File: src/rtl/alu_exec_stage.sv
// Execute stage: ADD/NAND ALU with EX/MEM output register and the architectural C/Z flags.
// Define ALU_FLAG_BYPASS_EN to drive carry_fwd/zero_fwd with the flags being produced this cycle.
module alu_exec_stage #(
    parameter int DATA_W = 16,
    parameter int REG_W  = 3
) (
    input  logic              clk,
    input  logic              rst,
    input  logic [1:0]        alu_control,
    input  logic              in_valid,
    input  logic [DATA_W-1:0] op_a,
    input  logic [DATA_W-1:0] op_b,
    input  logic [REG_W-1:0]  dest_in,
    input  logic              rf_we_in,
    input  logic              stall,
    input  logic              flush,
    output logic              in_ready,
    output logic              out_valid,
    output logic [DATA_W-1:0] result,
    output logic [REG_W-1:0]  dest_out,
    output logic              rf_we_out,
    output logic              carry_flag,
    output logic              zero_flag,
    output logic              carry_fwd,
    output logic              zero_fwd
);

    logic              accept;
    logic [DATA_W:0]   sum_ext;
    logic [DATA_W-1:0] nand_res;

    logic              valid_q, valid_d;
    logic [DATA_W-1:0] result_q, result_d;
    logic [REG_W-1:0]  dest_q, dest_d;
    logic              we_q, we_d;
    logic              carry_q, carry_d;
    logic              zero_q, zero_d;

    assign accept   = in_valid && !stall && !flush;
    assign in_ready = !stall;
    assign sum_ext  = {1'b0, op_a} + {1'b0, op_b};

    for (genvar gi = 0; gi < DATA_W; gi++) begin : g_nand
        assign nand_res[gi] = ~(op_a[gi] & op_b[gi]);
    end

    always_comb begin
        valid_d  = valid_q;
        result_d = result_q;
        dest_d   = dest_q;
        we_d     = we_q;
        carry_d  = carry_q;
        zero_d   = zero_q;
        // Flush outranks stall: a squashed slot empties even while downstream holds.
        if (flush) begin
            valid_d = 1'b0;
            we_d    = 1'b0;
        end else if (stall) begin
            valid_d = valid_q;
        end else if (accept) begin
            valid_d = 1'b1;
            dest_d  = dest_in;
            case (alu_control)
                2'b00: begin
                    result_d = sum_ext[DATA_W-1:0];
                    carry_d  = sum_ext[DATA_W];
                    zero_d   = (sum_ext[DATA_W-1:0] == '0);
                    we_d     = rf_we_in;
                end
                2'b01: begin
                    result_d = nand_res;
                    zero_d   = (nand_res == '0);
                    we_d     = rf_we_in;
                end
                default: begin
                    // Bubble: failed conditional instructions retire here without side effects.
                    result_d = '0;
                    we_d     = 1'b0;
                end
            endcase
        end else begin
            valid_d = 1'b0;
            we_d    = 1'b0;
        end
    end

    always_ff @(posedge clk) begin
        if (rst) begin
            valid_q  <= 1'b0;
            result_q <= '0;
            dest_q   <= '0;
            we_q     <= 1'b0;
            carry_q  <= 1'b0;
            zero_q   <= 1'b0;
        end else begin
            valid_q  <= valid_d;
            result_q <= result_d;
            dest_q   <= dest_d;
            we_q     <= we_d;
            carry_q  <= carry_d;
            zero_q   <= zero_d;
        end
    end

    assign out_valid  = valid_q;
    assign result     = result_q;
    assign dest_out   = dest_q;
    assign rf_we_out  = we_q;
    assign carry_flag = carry_q;
    assign zero_flag  = zero_q;

`ifdef ALU_FLAG_BYPASS_EN
    assign carry_fwd = carry_d;
    assign zero_fwd  = zero_d;
`else
    assign carry_fwd = carry_q;
    assign zero_fwd  = zero_q;
`endif

endmodule

File: config.mk
export PLATFORM = sky130hd
export DESIGN_NAME = alu_exec_stage
export DESIGN_NICKNAME = d
export VERILOG_FILES = /design/src/rtl/alu_exec_stage.sv
export SDC_FILE = /design/constraint.sdc
export NUM_CORES = 1
export LEC_CHECK = 0
export BUFFER_PORTS_ARGS = -buffer_cell sky130_fd_sc_hd__buf_2
export CELL_PAD_IN_SITES_DETAIL_PLACEMENT = 0
export CELL_PAD_IN_SITES_GLOBAL_PLACEMENT = 1
export CORE_AREA = 2 2 79 81
export DETAILED_ROUTE_END_ITERATION = 10
export DIE_AREA = 0 0 81 83
export MAX_ROUTING_LAYER = met4
export PLACE_DENSITY_LB_ADDON = 0.25
export SETUP_SLACK_MARGIN = 0.3
export SLEW_MARGIN = 20
export SYNTH_ARGS = -nofsm -noshare
export SYNTH_HDL_FRONTEND = slang
export SYNTH_SLANG_ARGS = --single-unit
File: constraint.sdc
create_clock -name clk -period 2.9 [get_ports clk]
set_clock_uncertainty 0.15 [all_clocks]
set_input_delay 0.145 -clock clk [delete_from_list [all_inputs] [get_ports clk]]
set_output_delay 0.145 -clock clk [all_outputs]
set_load 0.02 [all_outputs]
* Yosys cells after proc, flatten, opt, wreduce, memory -nomap -nowiden
Cells that the tools add are included.
** Word-level totals
- Bits in registers :: 23
- Bits of input ports :: 43
- Word-level logic and storage cells :: 60
** Cells by class
- Add/subtract/negate cells :: 1
- Equality and inequality tests :: 1
- Mux-type cells :: 5
- Bitwise gates (word level) :: 34
- Reduce and logical (&&, ||, !) cells :: 13
** Operator list (count)
- 16-bit logical NOT :: 2
- 16-bit case mux with 2 select lines :: 1
- 1-bit inverter :: 18
- 16-bit by 16-bit adder with 17-bit output :: 1
- 1-bit bitwise AND :: 16
- 4-bit AND reduction :: 2
- 2-bit OR reduction :: 2
- 1-bit 2-to-1 mux :: 3
- 3-bit AND reduction :: 1
- 2-bit by 1-bit == test with 1-bit output (second input constant) :: 1
- 1-bit logical AND :: 2
- 1-bit logical NOT :: 2
- 2-bit logical NOT :: 1
- 1-bit case mux with 2 select lines :: 1
- 2-bit nonzero test :: 1

* Logic depth before layout (Yosys ltp)
- Depth after elaboration :: 4
- Gate-level depth with buffers :: 9
- Depth with buffers taken out :: 9

* Least setup slack after synthesis
No wires, ideal clock.
- Path kind :: input -> register
- Start point :: in op_a[0]
- End point :: reg zero_q, in the netlist zero_flag
- Arrival :: 2.171 ns
- Path slack :: 0.520 ns
- Cell stages on the path :: 9
- Cells stage by stage :: ha_1 fa_1 a21oi_1 o211ai_2 o41ai_2 xor2_1 o221ai_1 nor4_1 a41o_1
** On the way
- Cells in the longest elaborated chain, start to end :: 4
- Elaborated cells on any way between the ends :: 6
- Classes of those cells :: 1 x add/sub; 1 x mux; 2 x bitwise; 2 x reduce/logical
** RTL lines
- start: declaration :: line 11 : input logic [DATA_W-1:0] op_a,
- branches (longest 3 deep; another with 16-bit by 16-bit adder with 17-bit output)
- 1-bit case mux with 2 select lines * :: line 63 : case (alu_control)
- end signal: assignment :: line 101 : zero_q <= zero_d;
- end: declaration :: line 37 : logic zero_q, zero_d;
Every way passes the cells marked *.
A chain may end at the register's enable or synchronous reset.

* Worst setup path in the final report
Same ends and word-level chain as after synthesis.

==> flow_summary_export.csv <==
group,metric,value,unit
status,status,"finished, final reports clean",
yosys,synth_top_family_by_area,"compound AO/OA/AOI/OAI gates",
yosys,synth_edf_count,0,
yosys,yosysMostFrequentCell,"a21oi_1",
floorplanning,dieHeight,83,um
setup_path,critPathCaptureType,"register",
sta,max_freq,401.3,MHz
sta,fin_crit,2.492,ns
setup_path,max_stage_delay,0.42,ns
layout,num-fill-cells,640,
yosys,ys_ff_latch,23,
job,maxCapViolations,0,
layout,regArea,460.4,um^2
place,hpwlAfterDp,4.756,mm
detailed_routing,wl_per_cell,14.45,um
clock_tree,numCtsBuffers,3,
floorplanning,die-area,6723,um^2
power,vdd_ir_drop_max,0.1788,mV
power,p_leak,1.101,nW
grt,grt_overflow,0,
yosys,yosysUniqueCellTypes,60,
clock_tree,clk_root_buffer_cell,"clkbuf_8",
floorplanning,pin_count,69,
detailed_routing,drt_first_pass_iters,5,
floorplanning,initial_core_util,34.90,%
sta,setup_tns,0,ns
clock_tree,cts_buffer_depth,2,
detailed_routing,drt-total-wl,5.854,mm
sta,rsz0062_at_grt,"no",
yosys,synth_area,2029,um^2
setup_path,ff2ff_setup_slack,1.91,ns
place,dp_slack,0.1541,ns
yosys,yosysWarnings,0,
detailed_routing,drc,0,
yosys,synthMuxAreaShare,3.453,%
sta,fin_ws,0.4082,ns
clock_tree,cts_resized,0,
power,seqPwrFrac,37.6,%
detailed_routing,vias_per_cell,5.326,
grt,groute.usage.overall,17.94,%
grt,grt_max_degree,26,
yosys,seq_area_frac_synth,22.69,%
power,switching_share,35.58,%
setup_path,startpoint_type,"input port",
detailed_routing,drt_iter0_markers,50,
yosys,synth_common_cells,"a21oi_1 (27), nor2_1 (26), dfxtp_1 (23), nand2_1 (23), ha_1 (17)",
power,pwr-share-clk,22.3,%
floorplanning,core,5816,um^2
power,power_frac_comb,40.2,%
setup_path,cp.arrival,2.55,ns
power,p_sw,0.3107,mW
setup_path,reg2reg_from,"zero_flag",
setup_path,cp.required,2.96,ns
hold_path,hold_start,"in_valid",
detailed_routing,ant_nets,0,
layout,n_antenna_cell,0,
yosys,synthAdderAreaFrac,11.47,%
yosys,yosysTopAreaCell,"dfxtp_1",
layout,drive_above_1_share,26.97,%
sta,hold_violations,0,
clock_tree,clk_latency,0.25,ns
sta,report.final.slew_viol_count,0,
clock_tree,cts_tree,"built",
power,power.density,350.1,nW/um^2
layout,multi_input_area,1443,um^2
sta,setup_viol,0,
yosys,synth_top_area_share,22.69,%
grt,grt_pass1_vias,1973,
setup_path,r2r_end,"zero_flag",
layout,finalNetCount,392,
clock_tree,clk_pin_slew,0.08,ns
setup_path,crit_type,"in2reg",
sta,relSlewSlack,68.45,%
yosys,synthXorXnorAreaFrac,3.884,%
grt,grt_pass1_wl,9.528,mm
yosys,async_reset_ff_share,0,%
yosys,syn_nets,329,
setup_path,worstSetupEndpoint,"zero_flag",
hold_path,hp-class,"in2reg",
detailed_routing,vias,2157,
yosys,synth_compound_area_share,27.62,%
place,port-buffer-count,68,
yosys,synthCells,268,
yosys,syn_avg_cell_area,7.573,um^2
yosys,yosys-top-cells-area,"dfxtp_1 (23%), ha_1 (10%), a21oi_1 (6.7%)",
layout,area.growth.synth_to_final,22.93,%
floorplanning,die_width,81,um
setup_path,crit_slowest_cell,"fa_1",
setup_path,crit_chain,"buf_2 > ha_1 > fa_1 > a21oi_1 > o211ai_2 > o41ai_2 > xor2_1 > o221ai_1 > nor4_1 > a41o_1",
setup_path,cp_max_fo,4,
setup_path,startpoint,"op_a[0]",
sta,worstMarginPinSlew,0.4727,ns
grt,grt_antenna_before_repair,0,
floorplanning,num_rows,28,
yosys,synth_simple_gate_area_share,24.66,%
power,internal-power,0.5626,mW
place,gp_congestion,0.8300,
yosys,yosys_most_used_dff,"dfxtp_1",
clock_tree,clock-sinks,23,
setup_path,reg2reg_depth,3,
clock_tree,htree_levels,1,
sta,finalCritPeriodShare,85.92,%
==> per-stage QoR <==
step	cells	hold WS (ns)	total power, mW	util, %	area, um^2
floorplan	268	0.07431	0.5816	-	2029
global placement	397	0.1997	0.6836	41.42	2409
detailed placement	397	0.2039	0.6818	41.42	2409
CTS	405	0.03391	0.8821	42.90	2495
global route	405	0.05451	0.9377	42.90	2495
finish	405	0.04244	0.8734	42.90	2495
==> layout by cell type, fill, tap and decap left out, types with 2 or more instances in the layout <==
| master | n |
|---|---|
| buf_2 | 68 |
| a21oi_1 | 27 |
| nor2_1 | 26 |
| nand2_1 | 23 |
| dfxtp_1 | 23 |
| ha_1 | 17 |
| nor3_1 | 14 |
| inv_1 | 13 |
| o21ai_0 | 13 |
| nand3_1 | 11 |
| mux2i_1 | 7 |
| xor2_1 | 7 |
| nor4_1 | 5 |
| a22oi_1 | 4 |
| nand4_1 | 4 |
| dlygate4sd3_1 | 4 |
| a2111oi_0 | 3 |
| o211ai_1 | 3 |
| a31oi_1 | 3 |
| o21ai_1 | 3 |
| clkbuf_8 | 3 |
| buf_4 | 3 |
| a21oi_2 | 2 |
| nand2b_1 | 2 |
| a211oi_1 | 2 |
| or3_1 | 2 |
| nor3b_1 | 2 |
| xnor2_1 | 2 |
| nand3b_1 | 2 |
==> timing repair <==
item	CTS	global route
setup buffers	0	0
hold buffers	4	0
hold endpoints to repair	5	0
==> kinds of logic after synthesis <==
family	after synthesis
mux	7
simple gates	101
fa+ha+maj	18
compound gates	80
buf+inv	30
flops	23
xor+xnor	9
==> worst min-delay path by stage <==
stage / end / slack, ns / depth (start not counted)
2_1_floorplan: out_valid / 0.07 / 1
4_1_cts: dest_out[0] / 0.03 / 3
5_1_grt: dest_out[1] / 0.05 / 3
6_report: dest_out[0] / 0.04 / 3
3_5_place_dp: out_valid / 0.20 / 2
3_3_place_gp: out_valid / 0.20 / 2
==> power groups by stage <==
stage	Sequential [mW]	Clock [mW]	Combinational, mW
floorplan	0.346	0	0.236
global placement	0.335	0	0.348
detailed placement	0.336	0	0.346
CTS	0.328	0.203	0.351
global route	0.329	0.217	0.392
finish	0.328	0.194	0.351
==> critical path: cells and delay by family <==
family	cells	cell delay, ns
AOI/OAI and AO/OA	5	1.15
xor gates and xnor gates	1	0.22
adders and majority gates	2	0.68
buffers and inverters	1	0.10
and+or+nand+nor	1	0.26
==> layout make-up <==
class                      count  area share [%]
tap                           75           3.761
clock inverter                 1          0.2006
clock buffer                   3           1.655
multi-input combinational    215           57.82
timing repair buffer          75           16.15
inverter                      13           1.956
sequential                    23           18.46
==> state kept, by name, summed over array words and instances (netlist names) <==
register,count
carry_flag,1
dest_out,3
out_valid,1
result,16
rf_we_out,1
zero_flag,1
==> per-layer routing <==
metal	up-vias	part of all wire (%)	track usage, %
li1	1106	-	-
met1	985	46	24.80
met2	64	47	28.85
met3	2	6.2	1.630
met4	0	0.44	2.773
met5	-	0	-
(Power assumes the default switching activity.)
